==> src/rtl/display_arbiter.sv <==
// -----------------------------------------------------------------------------
// display_arbiter
//
// Shares one seven-segment display controller between three requesters.
// A round-robin pick is made in IDLE, the winner's byte is latched, the
// controller is started with a one-cycle trigger, and the requester is
// acknowledged once the controller reports completion.
//
// Handshake (one rule for the whole block):
//   req[i] is a level request held until ack[i] pulses; grant is one-hot and
//   stable from LAUNCH through ACK; disp_trigger is a one-cycle start pulse;
//   disp_done is a one-cycle completion pulse that only counts in WAIT.
//
// Optional feature: define DISPLAY_ARB_TIMEOUT_EN to abort a WAIT that lasts
// TIMEOUT_CYCLES cycles without disp_done. The abort still acknowledges the
// requester and sets the sticky timeout_err flag.
//
// Ports:
//   clk          in   clock, rising edge
//   rst_n        in   asynchronous active-low reset
//   req[2:0]     in   level requests
//   req_value    in   packed bytes, requester i owns [8i+7:8i]
//   grant[2:0]   out  one-hot current owner, zero when idle
//   ack[2:0]     out  one-cycle end-of-sequence pulse
//   disp_trigger out  one-cycle start pulse to the display controller
//   disp_value   out  latched byte for the display controller
//   disp_done    in   completion pulse from the display controller
//   busy         out  high whenever the FSM is not in IDLE
//   timeout_err  out  sticky abort flag (always 0 without the macro)
//   state_dbg    out  current FSM state for observation
// -----------------------------------------------------------------------------
module display_arbiter #(
  parameter logic [15:0] TIMEOUT_CYCLES = 16'd50000
) (
  input  logic        clk,
  input  logic        rst_n,
  input  logic [2:0]  req,
  input  logic [23:0] req_value,
  output logic [2:0]  grant,
  output logic [2:0]  ack,
  output logic        disp_trigger,
  output logic [7:0]  disp_value,
  input  logic        disp_done,
  output logic        busy,
  output logic        timeout_err,
  output logic [1:0]  state_dbg
);

  typedef enum logic [1:0] {
    ST_IDLE   = 2'd0,
    ST_LAUNCH = 2'd1,
    ST_WAIT   = 2'd2,
    ST_ACK    = 2'd3
  } state_t;

  state_t      state_q;
  state_t      state_d;
  logic [1:0]  rr_ptr_q;
  logic [1:0]  gidx_q;
  logic [2:0]  grant_q;
  logic [7:0]  value_q;

  logic        sel_valid;
  logic [1:0]  sel_idx;
  logic [2:0]  cand;
  logic        timeout_hit;

  // Round-robin pick: scan rr_ptr, rr_ptr+1, rr_ptr+2 (mod 3), first hit wins.
  always_comb begin
    sel_valid = 1'b0;
    sel_idx   = 2'd0;
    cand      = 3'd0;
    for (int k = 0; k < 3; k++) begin
      cand = {1'b0, rr_ptr_q} + 3'(k);
      if (cand >= 3'd3) cand = cand - 3'd3;
      if (!sel_valid && req[cand[1:0]]) begin
        sel_valid = 1'b1;
        sel_idx   = cand[1:0];
      end
    end
  end

  // Next-state logic.
  always_comb begin
    state_d = state_q;
    case (state_q)
      ST_IDLE:   if (sel_valid) state_d = ST_LAUNCH;
      ST_LAUNCH: state_d = ST_WAIT;
      // A done in the same cycle as the timeout takes the normal path;
      // timeout_hit already excludes that case.
      ST_WAIT:   if (disp_done || timeout_hit) state_d = ST_ACK;
      ST_ACK:    state_d = ST_IDLE;
      default:   state_d = ST_IDLE;
    endcase
  end

  always_ff @(posedge clk or negedge rst_n) begin
    if (!rst_n) begin
      state_q  <= ST_IDLE;
      rr_ptr_q <= 2'd0;
      gidx_q   <= 2'd0;
      grant_q  <= 3'd0;
      value_q  <= 8'd0;
    end else begin
      state_q <= state_d;
      if (state_q == ST_IDLE && sel_valid) begin
        gidx_q  <= sel_idx;
        grant_q <= 3'b001 << sel_idx;
        value_q <= req_value[{sel_idx, 3'b000} +: 8];
      end
      if (state_q == ST_ACK) begin
        grant_q  <= 3'd0;
        rr_ptr_q <= (gidx_q == 2'd2) ? 2'd0 : gidx_q + 2'd1;
      end
    end
  end

`ifdef DISPLAY_ARB_TIMEOUT_EN
  logic [15:0] wait_cnt_q;
  logic        terr_q;

  // cnt_q counts completed WAIT cycles; the abort fires at the end of the
  // TIMEOUT_CYCLES-th WAIT cycle.
  assign timeout_hit = (state_q == ST_WAIT) && !disp_done &&
                       (({1'b0, wait_cnt_q} + 17'd1) >= {1'b0, TIMEOUT_CYCLES});

  always_ff @(posedge clk or negedge rst_n) begin
    if (!rst_n) begin
      wait_cnt_q <= 16'd0;
      terr_q     <= 1'b0;
    end else begin
      if (state_q == ST_LAUNCH) wait_cnt_q <= 16'd0;
      else if (state_q == ST_WAIT) wait_cnt_q <= wait_cnt_q + 16'd1;
      if (timeout_hit) terr_q <= 1'b1;
    end
  end

  assign timeout_err = terr_q;
`else
  logic unused_timeout_cfg;

  // The limit has no meaning without the counter.
  assign unused_timeout_cfg = ^TIMEOUT_CYCLES;
  assign timeout_hit        = 1'b0;
  assign timeout_err        = 1'b0;
`endif

  // Moore outputs decoded from registered state only.
  assign grant        = grant_q;
  assign ack          = (state_q == ST_ACK) ? grant_q : 3'd0;
  assign disp_trigger = (state_q == ST_LAUNCH);
  assign disp_value   = value_q;
  assign busy         = (state_q != ST_IDLE);
  assign state_dbg    = state_q;

endmodule
==> config.mk <==
export PLATFORM = sky130hd
export DESIGN_NAME = display_arbiter
export DESIGN_NICKNAME = d
export VERILOG_FILES = /design/src/rtl/display_arbiter.sv
export SDC_FILE = /design/constraint.sdc
export NUM_CORES = 1
export LEC_CHECK = 0
export CORE_ASPECT_RATIO = 1.25
export CORE_MARGIN = 2
export CORE_UTILIZATION = 43
export DETAILED_ROUTE_END_ITERATION = 8
export GPL_TIMING_DRIVEN = 1
export HOLD_SLACK_MARGIN = 0.03
export PLACE_DENSITY_LB_ADDON = 0.25
export SKIP_LAST_GASP = 1
export SYNTH_ARGS = -nofsm -noshare
export SYNTH_HDL_FRONTEND = slang
export SYNTH_SLANG_ARGS = --single-unit
==> constraint.sdc <==
create_clock -name clk -period 3.2 [get_ports clk]
set_clock_uncertainty 0.2 [all_clocks]
set_input_delay 0.48 -clock clk [delete_from_list [all_inputs] [get_ports clk]]
set_output_delay 0.48 -clock clk [all_outputs]
set_load 0.01 [all_outputs]
# [Word level (Yosys, flattened, before mapping)]
# Index checks and enable logic that the tools add are counted.
# W data, S select, Z words.
[word_totals] word_cells=56 regBits=17
[op_classes] addsub=6 n_shift=2 order_cmp=6 mux=22 n_reduce_logical=9 eq_ne=6
[ops] cell="$shiftx A24 B6 Y8" n=1
[ops] cell="$mux W2" n=9
[ops] cell="$lt A2 B3 Y1 const B" n=3
[ops] cell="$mux W3" n=3
[ops] cell="$pmux W2 S4" n=1
[ops] cell="$bmux W1 S2" n=3
[ops] cell="$eq A2 B2 Y1 const B" n=3
[ops] cell="$ge A3 B2 Y1 const B" n=2
[ops] cell="$mux W1" n=6
[ops] cell="$sub A2 B2 Y2 const B" n=3
[ops] cell="$ne A2 B2 Y1 const B" n=2
[ops] cell="$reduce_bool A2 Y1" n=2
[ops] cell="$add A2 B1 Y3 const B" n=1
[ops] cell="$add A2 B2 Y3 const B" n=1
[ops] cell="$logic_and A1 B1 Y1" n=3
[ops] cell="$shl A1 B2 Y3 const A" n=1
[ops] cell="$add A2 B1 Y2 const B" n=1
[ops] cell="$eq A2 B1 Y1 const B" n=1
[ops] cell="$ge A2 B2 Y1 const B" n=1
[ops] cell="$logic_not A1 Y1" n=2
[ops] cell="$logic_not A2 Y1" n=1
[ops] cell="$reduce_and A2 Y1" n=1

# [Logic depth before layout (Yosys ltp)]
[depth] depth_word=14 depth_mapped=10 depth_no_buf=8

# [Worst setup path before layout]
# Ideal clock, no wire load.
[synth_timing] path_kind="register to register" startpoint="reg rr_ptr_q[0]" endpoint="reg grant_q[1] (netlist: grant[1])" slack_ns=0.801 stages_incl_launch_ff=11 t_arrival_ns=2.122 required_ns=2.922 path_cell_list="dfrtp_1 -> inv_1 -> ha_1 -> buf_6 -> or3b_1 -> o21ai_1 -> a31oi_1 -> a22o_1 -> buf_6 -> or3_1 -> a21oi_1"
[synth_between] elab_chain_len=14
[synth_rtl] element="start: declaration" line_no="58" source="logic [1:0] rr_ptr_q;"
[synth_rtl] element="start signal: assignment" line_no="113" source="rr_ptr_q <= (gidx_q == 2'd2) ? 2'd0 : gidx_q + 2'd1;"
[synth_rtl] element="parallel branches: the longest is 14 deep, another holds $add A2 B1 Y3"
[synth_rtl] element="end signal: assignment" line_no="108" source="grant_q <= 3'b001 << sel_idx;"
[synth_rtl] element="end: declaration" line_no="60" source="logic [2:0] grant_q;"
# Several ways; the timed one is not identified. The select of a mux whose other input is x is not followed.
# A chain may end at the register's enable or synchronous reset.

# [Worst setup path in the final report]
[layout_timing] startpoint="reg rr_ptr_q[1]" endpoint="reg value_q[0] (netlist: disp_value[0])"
[layout_between] elab_chain_len=12
[layout_rtl] element="parallel branches: the longest is 12 deep, another holds $add A2 B1 Y3"
[layout_rtl] element="end signal: assignment" line_no="109" source="value_q <= req_value[{sel_idx, 3'b000} +: 8];"
[layout_rtl] element="end: declaration" line_no="61" source="logic [7:0] value_q;"
# Several ways; the timed one is not identified. The select of a mux whose other input is x is not followed.

==> key figures <==
Hold path
  • Hold EP: rr_ptr_q[1]$_DFFE_PN0N_
  • Hold path depth: 1
  • HP Start: gidx_q[1]$_DFFE_PN0P_
  • HP Class: register to register

Floorplanning
  • Initial Utilization: 0.4602
  • Chip width: 52.37 um
  • Die H: about 64 um
  • Core area: about 2700 um^2
  • Die area: 3375 um^2
  • Rows: 21
  • IO Pins: 49

Final layout
  • Final Instance Area: 1749 um^2
  • Final net count: 230
  • Share of layout cells above drive strength 1: 0.06842
  • Synth-to-layout area growth: 39.10%
  • Reg area: between 400 and 500 um^2
  • Area of the multi-input gates: 734.5 um^2
  • Antenna cells: 0
  • Layout fillers: 248

Yosys
  • Post-Synthesis Cells: 146
  • Post-synth top cells: 20 x nor2_1, 18 x nand2_1, 17 x dfrtp_1
  • Synth async-reset ratio: 1.000
  • Count of different cell masters after synthesis: 36
  • Area leader, netlist: dfrtp_1
  • Syn_nets: 185
  • Synthesized area: 1257 um^2
  • Register bit count reported by yosys: 17
  • Dominant synthesized flop cell: dfrtp_1
  • EDFF count, synth: 0
  • Seq/Total Area, Yosys: 0.3383
  • Top post-synthesis cells by area: dfrtp_1 34%, mux2i_1 10%, ha_1 9.0%
  • Syn. warnings: 0
  • Top-count cell post-synth: nor2_1
  • Mean Syn Cell Area: 8.613 um^2
  • Area share of the largest cell type after synthesis: 0.3383

Detailed routing
  • Via count: approximately 1200
  • Vias per inst: 5.455
  • DRC violations left: 0
  • Drt total wl: 3125 um
  • Initial DRC Count: 43
  • Drt wl/cell: between 10 and 15 um
  • ANT nets after route: 0
  • DRT Pass-1 Iters: 4

Setup path
  • Critical path startpoint category: register
  • R2r worst-path depth: 8
  • FF-to-FF Start: rr_ptr_q[1]$_DFFE_PN0N_
  • Critical-path cell list: inv_1 > ha_1 > mux2i_1 > o22ai_2 > nor4_2 > nand2b_4 > or2_1 > o21ai_0
  • Crit. End Element: register
  • WP data required: 3180 ps
  • WP depth: 8
  • Crit Path Max Fanout: 15
  • R2r endpoint: disp_value[0]$_DFFE_PN0P_
  • Slowest-stage cell, CP: dfrtp_1
  • Buf+Inv Stages, Crit Path: 1
  • CP Data Arrival Time: 2710 ps
  • CP top delay family: simple AND/OR/NAND/NOR gates
  • Crit Path Class: register to register
  • R2r setup slk: 460 ps
  • Max incr delay on CP: 420 ps

Clock tree
  • Setup bufs post-CTS: 0
  • Post_cts resized: 0
  • TritonCTS Buffers: 3
  • Hold buffers post-CTS: 0
  • Skew-Pair Late Insertion Delay: ~300 ps
  • CTS tree: done
  • H-tree levels: 1
  • Max Root-Sink Buffers: 2
  • CTS root buffer: clkbuf_4
  • Clock sinks: 17
  • Clk slew on worst S/H paths: 110 ps

Pwr
  • P_leak: between 0.0007 and 0.0008 uW
  • PwrDens: 921.8 nW/um^2
  • Worst vdd ir: 0.4342 mV

Global route
  • Congestion Overflow GR: 0
  • Largest net degree at the start of global routing: 18
  • Global-route wire length before repair: 5133 um
  • Initial antenna violation count: 0
  • Vias in the first global route: approximately 1200
  • Gr usage total: 0.1978

Timing
  • Pins Over Slew Limit: 0
  • Final worst path period need: roughly 2700 ps
  • TNS Setup: 0 ps
  • Final period util: 0.8550
  • Slew headroom: 0.4965
  • Slew @ Worst Pin: 752.9 ps
  • RSZ-0062 raised after global routing: false
  • Hold Vio Cnt, Final: 0
  • Max Clk Rate: 365.5 MHz
  • PnR worst setup slack: between 400 and 500 ps
  • Final setup viols: 0

Placement
  • Port buffer count: 47
  • Placement Setup Slack: about 390 ps
  • Dpl hpwl: 2451 um
  • Final Wtd Congestion: 0.8021
  • Post-Place Cell Area: ~1700 um^2

Status
  • Status: completed

Run
  • Max cap viols: 0
-- sequential cells by signal (all words and copies together) (netlist names) --
register and count:
disp_value 8, gidx_q 2, rr_ptr_q 2, state_dbg 2
grant 3
-- layout make-up --
type,count,area share
Clock inverter,1,0.002861
Inverter,7,0.01502
Tap cell,34,0.02432
Multi-Input combinational cell,112,0.4199
Timing Repair Buffer,50,0.2818
Clock buffer,3,0.01288
Sequential cell,17,0.2432
-- worst max path at each step --
stage                            start  slack [ps]                   endpoint
2_1_floorplan  rr_ptr_q[0]$_DFFE_PN0N_         800       grant[1]$_DFFE_PN0P_
3_3_place_gp                    req[1]         510  disp_value[3]$_DFFE_PN0P_
3_5_place_dp                    req[1]         390  disp_value[0]$_DFFE_PN0P_
4_1_cts        rr_ptr_q[1]$_DFFE_PN0N_         460  disp_value[3]$_DFFE_PN0P_
5_1_grt        rr_ptr_q[1]$_DFFE_PN0N_         250  disp_value[3]$_DFFE_PN0P_
6_report       rr_ptr_q[1]$_DFFE_PN0N_         460  disp_value[0]$_DFFE_PN0P_
-- power breakdown --
group	total, uW	switching, uW	leakage (uW)	internal [uW]
Sequential	392	73.2	0.000212	319
Clock	119	72.1	0.0000177	46.6
Combinational	1100	574	0.000543	528
Total	1610	719	0.000774	893
-- layer usage --
metal | global-route usage | vias to the layer above | share of wire
met5 | 0 | - | 0
met4 | 0.07372 | 0 | 0.018
met2 | 0.3375 | 59 | 0.50
met3 | 0.03226 | 6 | 0.056
met1 | 0.2455 | 572 | 0.42
li1 | - | 585 | -
-- worst register-to-register path: stages (launching register included) --
cell and delay [ps]:
dfrtp_1 420, inv_1 100, ha_1 330, mux2i_1 340, o22ai_2 190, nor4_2 350
nand2b_4 280, or2_1 260, o21ai_0 130
-- cells by family (layout without fill, tap and decap cells) --
group                      after synthesis  after routing  share of synthesized area
adders and majority gates                9              9                    0.08955
DFF                                     17             17                     0.3383
and+or+nand+nor                         56             56                     0.2149
other                                    1              1                   0.002982
muxes                                   13             13                     0.1035
AOI/OAI and AO/OA                       33             33                     0.1731
buffers and inverters                   17             61                    0.07761
-- cells in the final DEF (no fill, tap or decap) --
cell / Yosys / layout
clkdlybuf4s50_1: 0 / 47
nor2_1: 20 / 20
nand2_1: 18 / 18
dfrtp_1: 17 / 17
mux2i_1: 13 / 13
o21ai_0: 11 / 11
ha_1: 9 / 9
a22oi_1: 8 / 8
inv_1: 7 / 7
a21oi_1: 4 / 4
and2_1: 3 / 3
nand2b_1: 3 / 3
clkbuf_4: 0 / 3
buf_4: 2 / 3
nor3_1: 2 / 2
or3_1: 2 / 2
o22ai_2: 1 / 1
and3_2: 1 / 1
nor4_2: 1 / 1
nand2b_4: 1 / 1
nor3b_1: 1 / 1
o21ba_2: 1 / 1
a311oi_1: 1 / 1
a31o_2: 1 / 1
nand3_1: 1 / 1
o32ai_1: 1 / 1
or2_1: 1 / 1
or3b_1: 1 / 1
o21ai_1: 1 / 1
a31oi_1: 1 / 1
a22o_1: 1 / 1
nor2b_1: 1 / 1
o22ai_1: 1 / 1
a211oi_1: 1 / 1
conb_1: 1 / 1
clkinv_2: 0 / 1
-- metrics by stage --
stage | hold WS (ps) | power, uW | utilization | cells
floorplan | -15.59 | 1144 | - | 146
global placement | 273.1 | 1461 | 0.6300 | 220
detailed placement | 289.4 | 1493 | 0.6300 | 220
CTS | 303.9 | 1613 | 0.6401 | 224
global route | 334.1 | 1741 | 0.6401 | 224
finish | 297.0 | 1612 | 0.6401 | 224
(Power assumes the default switching activity.)
